--- src/rtl/running_high_monitor.sv ---
// Monitor for a stream of window maxima: peak hold, rise/fall pulses, saturating change
// counter and a hysteresis alarm FSM. Define RUNNING_HIGH_MONITOR_STICKY_EN for a latching alarm.
module running_high_monitor #(
  parameter int WIDTH = 4,
  parameter int HOLD  = 3,
  parameter int CNT_W = 8
) (
  input  logic             clk,
  input  logic             reset,
  input  logic [WIDTH-1:0] high_in,
  input  logic             in_valid,
  input  logic             clear,
  input  logic [WIDTH-1:0] thr_hi,
  input  logic [WIDTH-1:0] thr_lo,
  output logic [WIDTH-1:0] peak_out,
  output logic             rise,
  output logic             fall,
  output logic [CNT_W-1:0] change_cnt,
  output logic             alarm
);

  localparam int QW = 4;
  localparam logic [QW-1:0] HOLD_Q = QW'(HOLD);

  typedef enum logic [1:0] {IDLE, PEND, ALARM} state_t;

  state_t           state, state_nxt;
  logic [QW-1:0]    qcnt, qcnt_nxt;
  logic [WIDTH-1:0] prev;
  logic             first;
  logic             accept;
  logic             is_rise, is_fall;

  assign accept  = in_valid && !clear;
  assign is_rise = !first && (high_in > prev);
  assign is_fall = !first && (high_in < prev);

  // NOTE: state registers use non-blocking assignments so every flop samples pre-edge values.
  always_ff @(posedge clk or negedge reset) begin
    if (!reset) begin
      peak_out   <= '0;
      rise       <= 1'b0;
      fall       <= 1'b0;
      change_cnt <= '0;
      prev       <= '0;
      first      <= 1'b1;
    end else if (clear) begin
      peak_out   <= '0;
      rise       <= 1'b0;
      fall       <= 1'b0;
      change_cnt <= '0;
      prev       <= '0;
      first      <= 1'b1;
    end else if (in_valid) begin
      first <= 1'b0;
      prev  <= high_in;
      rise  <= is_rise;
      fall  <= is_fall;
      if (first || (high_in > peak_out))
        peak_out <= high_in;
      if ((is_rise || is_fall) && (change_cnt != '1))
        change_cnt <= change_cnt + CNT_W'(1);
    end else begin
      rise <= 1'b0;
      fall <= 1'b0;
    end
  end

  // NOTE: every output of this block gets a default first so no latch is inferred.
  always_comb begin
    state_nxt = state;
    qcnt_nxt  = qcnt;
    if (clear) begin
      state_nxt = IDLE;
      qcnt_nxt  = '0;
    end else if (accept) begin
      unique case (state)
        IDLE: begin
          if (high_in >= thr_hi) begin
            qcnt_nxt  = QW'(1);
            state_nxt = (HOLD_Q == QW'(1)) ? ALARM : PEND;
          end
        end
        PEND: begin
          if (high_in >= thr_hi) begin
            qcnt_nxt = qcnt + QW'(1);
            if ((qcnt + QW'(1)) == HOLD_Q)
              state_nxt = ALARM;
          end else begin
            qcnt_nxt  = '0;
            state_nxt = IDLE;
          end
        end
        ALARM: begin
`ifdef RUNNING_HIGH_MONITOR_STICKY_EN
          state_nxt = ALARM;
`else
          // Exit check comes first, so thr_lo above thr_hi still releases the alarm.
          if (high_in <= thr_lo) begin
            qcnt_nxt  = '0;
            state_nxt = IDLE;
          end
`endif
        end
        default: begin
          qcnt_nxt  = '0;
          state_nxt = IDLE;
        end
      endcase
    end
  end

  always_ff @(posedge clk or negedge reset) begin
    if (!reset) begin
      state <= IDLE;
      qcnt  <= '0;
      alarm <= 1'b0;
    end else begin
      state <= state_nxt;
      qcnt  <= qcnt_nxt;
      alarm <= (state_nxt == ALARM);
    end
  end

endmodule

--- config.mk ---
export PLATFORM = sky130hd
export DESIGN_NAME = running_high_monitor
export DESIGN_NICKNAME = d
export VERILOG_FILES = /design/src/rtl/running_high_monitor.sv
export SDC_FILE = /design/constraint.sdc
export NUM_CORES = 1
export LEC_CHECK = 0
export CORE_MARGIN = 2
export CORE_UTILIZATION = 40
export CTS_CLUSTER_SIZE = 40
export DETAILED_ROUTE_END_ITERATION = 6
export PLACE_DENSITY = 0.65
export SYNTH_ARGS = -nofsm -noshare
export SYNTH_HDL_FRONTEND = slang
export SYNTH_SLANG_ARGS = --single-unit
--- constraint.sdc ---
create_clock -name clk -period 1.9 [get_ports clk]
set_input_delay 0.19 -clock clk [delete_from_list [all_inputs] [get_ports clk]]
set_output_delay 0.19 -clock clk [all_outputs]
set_load 0.01 [all_outputs]
==> impl_metrics.ini <==
[min_path]
holdCritPathClass = in -> async

[clocking]
cts_tree = done
root_buffer = clkbuf_8
cts_max_level = 1
insertion_delay_ns = 0.28
cts_buffers = 3
cts_sinks = 26
clk_pin_slew_ns = 0.10
clockBufferDepth = 2

[sta]
skew_ns = 0.00478
tightest_slew_ns = 0.506
hold_viol_final = 0
relSlewSlack = 0.660
finalCriticalPeriod_ns = 1.97
drv_slew = 0
finalWorstSetupSlack_ns = -0.0735
setup_viol = 6
holdWs_ns = 0.271
rsz0062_at_grt = yes
fmax_ghz = 0.507
finalCritPeriodShare = 1.04

[global_routing]
grt_max_degree = 27
overflow = 0
track_usage = 0.205
antenna_found_initial = 0
grt_pass1_vias = 1643
grt_pass1_wl_mm = 8.09

[placement]
routabilityCongestion = 0.839
placement.io_buffers = 30
placed_cells = 295
post-place-ws_ns = -0.426
dp_hpwl_mm = 3.26

[power]
p_leak_nw = 1.13
finalPower_mw = 1.39
ir_worst_vdd_mv = 0.300
power_density_mw_per_mm2 = 539

[cells_and_area]
diodes = 0
layout_common_cells = buf_4, clkdlybuf4s50_1, dfrtp_1
finalNonFillerCells = 305
area_growth_pct = 49.7
finish.net_count = 291
drive_gt1_frac = 0.294
final_common_cell = buf_4

[synth]
ys_seq_area_frac = 0.377
synth_cells = 189
synth_compound_area_frac = 0.218
synth_top_flop_cell = dfrtp_1
synth_xor_area_frac = 0
ys_warn_count = 0
synth-seq-cells = 26
async_flop_share = 1.00
yosys.area_share.simple = 0.213
synth_cell_type_count = 46
synth_edf_count = 0
synthAdderAreaFrac = 0.137
synth_area_mm2 = 0.00173
synth_top_family_by_area = compound AO/OA/AOI/OAI gates
synthMuxAreaShare = 0.00651
syn_avg_cell_area_um2 = 9.15
syn_nets = 224

[drt]
detail-route-antenna-nets = 0
drt_pass1_iterations = 4
wl_per_cell_um = 15.6
drc = 0
finalWirelength_mm = 4.76
routed-via-count = 1683
via_per_inst = 5.52
first_iter_violations = 72

[run_status]
outcome = complete, but fails checks
violations = negative setup slack

[critical_path]
slowest_stage = dfrtp_1
cp.required_ns = 2.07
worst-setup-path-type = reg -> reg
cp_cell_sequence = inv_2 -> ha_4 -> o21ai_4 -> a21oi_2 -> o31a_1 -> buf_4 -> buf_4 -> o21ai_0 -> a21oi_2
slowest_delay_ns = 0.40
arrival_ns = 2.14
worstPathMaxFanout = 7
endpoint_kind = flip-flop
cp-start-kind = flip-flop

[floorplanning]
coreArea_mm2 = 0.00409
start_util = 0.423
io-pin-count = 31
fp.dieH_um = 69.8
die_x_um = 69.8
dieArea_mm2 = 0.00487
row_count = 23

[job]
cap_violations = 0
## logic make-up after synthesis
group | Yosys count
simple gates | 70
compound gates | 51
flops | 26
buf+inv | 22
fa+ha+maj | 19
mux | 1
## through the flow
step	TNS, ns	area (µm²)	util
finish	-0.330	2590	0.633
global route	-0.809	2590	0.633
CTS	-0.0768	2460	0.602
detailed placement	-6.59	2310	0.566
global placement	-6.12	2310	0.566
floorplan	0	1740	-
## what timing repair did
action / CTS / global route
gates cloned: 0 / 0
resized for setup: 19 / 18
pin swaps: 9 / 12
endpoints found under the setup margin: 18 / 13
setup buffers: 1 / 5
hold buffers: 0 / 0
## cell usage after synthesis (2+ instances only)
library cell | count | area (µm²)
a21oi_1 | 14 | 70.1
a41o_1 | 3 | 30.0
clkbuf_1 | 3 | 11.3
dfrtp_1 | 25 | 626
ha_1 | 19 | 238
inv_1 | 17 | 63.8
nand2_1 | 22 | 82.6
nand2b_1 | 4 | 25.0
nand3_1 | 4 | 20.0
nand3b_1 | 2 | 15.0
nand4_1 | 2 | 12.5
nor2_1 | 10 | 37.5
nor2b_1 | 2 | 12.5
nor3_1 | 3 | 15.0
nor4_1 | 5 | 31.3
o211ai_1 | 4 | 30.0
o21a_1 | 2 | 15.0
o21ai_0 | 4 | 20.0
o21ai_1 | 2 | 10.0
o311ai_0 | 5 | 43.8
o31ai_1 | 3 | 22.5
o41ai_1 | 3 | 26.3
or2_2 | 2 | 12.5
or3_1 | 5 | 31.3
or4_1 | 3 | 22.5
## final timing paths
| check | cells past startpoint | end | slack (ns) | from |
|---|---|---|---|---|
| worst max register to register | 9 | change_cnt[1] | -0.07 | prev[2] |
| max in group asynchronous | 2 | first | 1.32 | reset |
| worst max-delay path | 9 | change_cnt[1] | -0.07 | prev[2] |
| min in group clk | 3 | prev[0] | 0.36 | high_in[0] |
| worst min-delay path | 2 | peak_out[1] | 0.27 | reset |
| worst min register to register | 2 | prev[1] | 0.53 | prev[1] |
## report_power, final
group          internal, mW  total [mW]  switching [mW]
combinational         0.215       0.423           0.208
clock                 0.186       0.377           0.191
sequential            0.576       0.595          0.0188
total                 0.976        1.39           0.418
## critical path, delay by kind of cell, from the launching register on
kind                     cells  cell delay, ns
AO/OA/AOI/OAI                5            0.88
flip-flops                   1            0.40
buffers and inverters        3            0.38
adder cells (fa/ha/maj)      1            0.20
## per-layer routing
metal	up-vias	global-route usage	share of wire
met2	28	0.323	0.47
met5	-	0	0
met3	4	0.0276	0.028
met4	0	0.0449	0.0082
li1	840	-	-
met1	811	0.302	0.49
## area by class of cell
| type | count | area (µm²) |
|---|---|---|
| fill | 359 | 1500 |
| multi-input combinational | 141 | 1170 |
| sequential | 26 | 652 |
| timing repair buffer | 67 | 581 |
| inverter | 17 | 63.8 |
| tap | 50 | 62.6 |
| clock buffer | 4 | 55.1 |
## sequential cells by signal, indices dropped and copies added (netlist names)
register	count
rise	1
change_cnt	8
qcnt	4
state	2
prev	4
peak_out	4
alarm	1
fall	1
first	1
Note: power is estimated with default switching activity, not from simulation.
